`config.mk`:
```
export PLATFORM = sky130hd
export DESIGN_NAME = pipelined_adder
export DESIGN_NICKNAME = d
export VERILOG_FILES = /design/src/rtl/pipelined_adder.sv
export SDC_FILE = /design/constraint.sdc
export NUM_CORES = 1
export LEC_CHECK = 0
export CORE_MARGIN = 2
export CORE_UTILIZATION = 45
export CTS_CLUSTER_DIAMETER = 80
export DETAILED_ROUTE_END_ITERATION = 12
export PLACE_DENSITY = 0.74
export SETUP_SLACK_MARGIN = 0.3
export SLEW_MARGIN = 20
export SYNTH_ARGS = -nofsm -noshare
export SYNTH_HDL_FRONTEND = slang
export SYNTH_SLANG_ARGS = --single-unit
export TNS_END_PERCENT = 20
```
`constraint.sdc`:
```
create_clock -name clk -period 1.5 [get_ports clk]
set_clock_uncertainty 0.05 [all_clocks]
set_input_delay 0.3 -clock clk [delete_from_list [all_inputs] [get_ports clk]]
set_output_delay 0.3 -clock clk [all_outputs]
set_load 0.03 [all_outputs]
```
`src/rtl/pipelined_adder.sv`:
```
// Pipelined adder/subtractor: WIDTH-bit carry chain split into STAGES
// registered segments, valid/ready on both sides, sideband tag kept aligned.
module pipelined_adder #(
  parameter int unsigned WIDTH  = 16,
  parameter int unsigned STAGES = 4,
  parameter int unsigned TAG_W  = 4
) (
  input  logic             clk,
  input  logic             rst_n,
  input  logic             in_valid,
  output logic             in_ready,
  input  logic [WIDTH-1:0] a,
  input  logic [WIDTH-1:0] b,
  input  logic             carry_in,
  input  logic             sub,
  input  logic [TAG_W-1:0] tag_in,
  output logic             out_valid,
  input  logic             out_ready,
  output logic [WIDTH-1:0] sum,
  output logic             carry_out,
  output logic             overflow,
  output logic [TAG_W-1:0] tag_out
);

  localparam int unsigned SEG  = WIDTH / STAGES;
  localparam int unsigned LAST = STAGES - 1;

  logic             w_adv;
  logic [WIDTH-1:0] w_bp;
  logic             w_cin0;

  // Per-stage inputs (from the ports for stage 0, from the previous register otherwise)
  logic [WIDTH-1:0] w_a_in  [STAGES];
  logic [WIDTH-1:0] w_b_in  [STAGES];
  logic [WIDTH-1:0] w_ps_in [STAGES];
  logic             w_c_in  [STAGES];
  logic             w_v_in  [STAGES];
  logic [TAG_W-1:0] w_t_in  [STAGES];

  // Per-stage results to be registered
  logic [WIDTH-1:0] w_ps_nx [STAGES];
  logic             w_c_nx  [STAGES];

  // Stage registers; operands travel with their partial sum so each
  // segment adds bits belonging to the same operation as its carry.
  logic             r_vld [STAGES];
  logic [TAG_W-1:0] r_tag [STAGES];
  logic [WIDTH-1:0] r_a   [STAGES];
  logic [WIDTH-1:0] r_b   [STAGES];
  logic [WIDTH-1:0] r_sum [STAGES];
  logic             r_cy  [STAGES];

  // Whole pipe moves as one; a stalled head freezes every stage
  assign w_adv    = !r_vld[LAST] || out_ready;
  assign in_ready = w_adv;

  // Subtraction is a + ~b + 1
  assign w_bp   = sub ? ~b : b;
  assign w_cin0 = sub | carry_in;

  for (genvar s = 0; s < STAGES; s++) begin : g_stage
    localparam logic [WIDTH-1:0] MASK = WIDTH'({SEG{1'b1}}) << (s * SEG);
    logic [SEG:0] w_seg;

    if (s == 0) begin : g_head
      assign w_a_in[s]  = a;
      assign w_b_in[s]  = w_bp;
      assign w_ps_in[s] = '0;
      assign w_c_in[s]  = w_cin0;
      assign w_v_in[s]  = in_valid;
      assign w_t_in[s]  = tag_in;
    end else begin : g_body
      assign w_a_in[s]  = r_a[s-1];
      assign w_b_in[s]  = r_b[s-1];
      assign w_ps_in[s] = r_sum[s-1];
      assign w_c_in[s]  = r_cy[s-1];
      assign w_v_in[s]  = r_vld[s-1];
      assign w_t_in[s]  = r_tag[s-1];
    end

    // Segment add with carry from the previous segment of the same operation
    assign w_seg = (SEG+1)'(w_a_in[s][s*SEG +: SEG])
                 + (SEG+1)'(w_b_in[s][s*SEG +: SEG])
                 + (SEG+1)'(w_c_in[s]);

    // Splice this segment's sum into the partial result carried along
    assign w_ps_nx[s] = (w_ps_in[s] & ~MASK) | ((WIDTH'(w_seg[SEG-1:0])) << (s * SEG));
    assign w_c_nx[s]  = w_seg[SEG];
  end

  // Stage registers: shift together on advance, hold otherwise
  always_ff @(posedge clk or negedge rst_n) begin
    if (!rst_n) begin
      for (int s = 0; s < STAGES; s++) begin
        r_vld[s] <= 1'b0;
        r_tag[s] <= '0;
        r_a[s]   <= '0;
        r_b[s]   <= '0;
        r_sum[s] <= '0;
        r_cy[s]  <= 1'b0;
      end
    end else if (w_adv) begin
      for (int s = 0; s < STAGES; s++) begin
        r_vld[s] <= w_v_in[s];
        r_tag[s] <= w_t_in[s];
        r_a[s]   <= w_a_in[s];
        r_b[s]   <= w_b_in[s];
        r_sum[s] <= w_ps_nx[s];
        r_cy[s]  <= w_c_nx[s];
      end
    end
  end

  assign out_valid = r_vld[LAST];
  assign sum       = r_sum[LAST];
  assign carry_out = r_cy[LAST];
  assign tag_out   = r_tag[LAST];
  // Signed overflow from the final stage's operand MSBs (B already inverted) and sum MSB
  assign overflow  = (r_a[LAST][WIDTH-1] == r_b[LAST][WIDTH-1])
                  && (r_sum[LAST][WIDTH-1] != r_a[LAST][WIDTH-1]);

endmodule

```
==> impl_metrics.toml <==
[pwr]
netSwitchingFraction_pct = 35.50
clkPwrFrac_pct = 25.2
pwr-share-seq_pct = 33.6
p_per_area_nw_per_um2 = 2232
peakVddDrop_uv = 889.8
combinationalPowerShare_pct = 41.1
power.internal_w = 0.01028
power_leakage_nw = 3.541
p_sw_w = 0.005656

[layout]
num-nets-final = 697
diodes = 0
drive_gt1_share_pct = 31.64
fin_area_um2 = 7138
area_growth_pct = 39.35

[yosys]
ys_warn_count = 0
synth_commonest_cells = "nand2_1 (263), dfrtp_1 (114), buf_4 (31), o21ai_0 (22), inv_1 (14)"
ys_seq_elements = 114
synth-edff-count = 0
synth.distinct_cells = 26
synth_ff_type = "dfrtp_1"
syn_avg_cell_area_um2 = 9.330
ys_seq_area_share_pct = 55.69
synth_cells = 549
yosys.area.top_type = "dfrtp_1"
yosys-top-cells-area = "dfrtp_1 (56%), nand2_1 (19%), buf_4 (4.5%)"
yosys.cell_count.top_type = "nand2_1"
syn_nets = 611
synthArstFlopShare_pct = 100.0
synth_area_um2 = 5122
synth_top_area_share_pct = 55.69

[timing]
rsz0062_at_grt = "yes"
fmax_ghz = 0.6090
hold_viol = 0
worst_slack_ns = -0.1420
tightest_slew_ns = 0.2818
fin_crit_sh_pct = 109.5
setup-tns-final_ns = -1.229
hold_slack_ns = 0.2887
slew_viol_final = 0
setup_violations = 16
slew_headroom_pct = 81.21
min_period_ns = 1.642

[global_routing]
grt_max_degree = 53
overflow = 0
grtUsageTotal_pct = 17.83
antenna_found_initial = 0
grt_pass1_vias = 3947
grt_pass1_wl_mm = 17.77

[clock_tree]
cts-htree-levels = 4
cts_tree = "built"
clk_path_buf_depth = 2
clk_pin_slew_ns = 0.05
cts_buffers = 17
cts-root-buf = "clkbuf_16"
clkLatencyLatePin_ns = 0.41
cts_sinks = 114

[outcome]
violations = "setup timing"
status = "finished with violations"

[routing]
drt_iter0_drc = 183
ant_nets = 0
vias = 3769
drc = 0
wl_mm = 10.68
dr.pass1.iters = 4
routed_via_density = 4.783
detail_route.wl_per_cell_um = 13.55

[floorplan]
core_area_um2 = 10980
io-pin-count = 66
num_rows = 38
die_h_um = 110.7
start_util_pct = 46.64
die-area_um2 = 12250
die_x_um = 110.7

[critical_path]
crit_arrival_ns = 1.88
start_kind = "flip-flop"
cp_max_fo = 2
worst_setup_path_end_kind = "flip-flop"
reg2reg_depth = 7
critPathRequiredTime_ns = 1.74
path_class = "flip-flop to flip-flop"

[place]
dp_hpwl_mm = 6.415
dpl_cell_area_um2 = 5989
port_buffers = 65
finalWeightedCongestion = 0.7866

[job]
drv_cap = 0

[worst_hold_path]
min_path_type = "primary input to async pin"
## stage by stage
step / utilization, % / total power [W] / setup slack, ns / instances
floorplan: - / 0.009081 / -0.5877 / 549
global placement: 54.53 / 0.01036 / -0.9348 / 737
detailed placement: 54.53 / 0.01058 / -1.016 / 737
CTS: 61.69 / 0.01519 / -0.1526 / 778
global route: 64.99 / 0.01698 / -0.2157 / 788
finish: 64.99 / 0.01594 / -0.1420 / 788
## what timing repair did
action	in CTS	in global routing
gates cloned	0	1
buffers inserted	8	9
setup endpoints to repair	98	114
hold buffers	1	0
endpoints found under the hold margin	17	0
resized for setup	200	82
pin swaps	59	70
## final cells by class
| class | instances | area [µm²] |
|---|---|---|
| fillers | 832 | 3845 |
| flip-flops and latches | 114 | 2854 |
| multi-input cells | 373 | 2221 |
| repair buffers | 114 | 1231 |
| clock buffers | 21 | 460.4 |
| well taps | 140 | 175.2 |
| clock inverters | 11 | 135.1 |
| inverters | 15 | 61.31 |
## worst max-delay path: stages (launching register included)
cell,delay (ns)
dfrtp_1,0.37
inv_2,0.07
fa_2,0.23
inv_2,0.04
fa_2,0.34
a21o_1,0.19
a21oi_2,0.16
a21oi_2,0.07
## routing by layer
layer | track usage, % | vias to the layer above | share of wire (%)
li1 | - | 1865 | -
met1 | 21.82 | 1825 | 43
met2 | 30.72 | 66 | 53
met3 | 4.319 | 13 | 3.1
met4 | 6.583 | 0 | 1.4
met5 | 0 | - | 0
## power by group through the flow
stage	Sequential, W	Combinational [W]	Clock [W]
after floorplan	0.00509	0.00399	0
after global placement	0.00514	0.00522	0
after detailed placement	0.00520	0.00538	0
after CTS	0.00527	0.00586	0.00406
after global routing	0.00553	0.00722	0.00424
final	0.00536	0.00655	0.00402
## worst paths after layout
kind	endpoint	slack (ns)	start
min in group clk	r_b[61]$_DFFE_PN0P_	0.33	sub
hold reg to reg	r_sum[23]$_DFFE_PN0P_	0.42	r_sum[23]$_DFFE_PN0P_
setup reg to reg	carry_out$_DFFE_PN0P_	-0.14	r_b[28]$_DFFE_PN0P_
setup / recovery	carry_out$_DFFE_PN0P_	-0.14	r_b[28]$_DFFE_PN0P_
hold / removal	r_tag[5]$_DFFE_PN0P_	0.29	rst_n
max in group asynchronous	out_valid$_DFFE_PN0P_	0.55	rst_n
## registers in the layout (all words and copies together), names as in the netlist
signal,flops
r_vld,3
out_valid,1
r_sum,24
tag_out,4
carry_out,1
r_b,25
r_tag,12
r_a,25
sum,16
r_cy,3
## cell usage in the layout, fill, tap and decap left out, drive strengths merged, types with 2 or more instances in the layout
cell           netlist  layout
a21o                 4       4
a21oi               10      10
a22oi                2       2
buf                 40      75
bufinv               0       3
clkbuf               7      22
clkdlybuf4s50        0      33
clkinv               0       7
clkinvlp             0       2
dfrtp              114     114
dlygate4sd2          0       3
fa                   8       8
ha                  12      12
inv                 15      14
nand2              263     263
nor2                 9       9
nor2b                5       5
nor3                 2       2
o21a                 4       4
o21ai               30      30
o31ai                2       2
xnor2               13      13
xor2                 7       7
## cells by family (layout without fill, tap and decap cells)
logic type,count (synthesis),after routing,synth area share (%)
AO/OA/AOI/OAI,52,52,6.033
adder cells (fa/ha/maj),20,20,6.057
AND/OR/NAND/NOR,281,281,21.03
flip-flops,114,114,55.69
buffers and inverters,62,161,7.767
XOR/XNOR,20,20,3.420
Note: power is estimated with default switching activity, not from simulation.
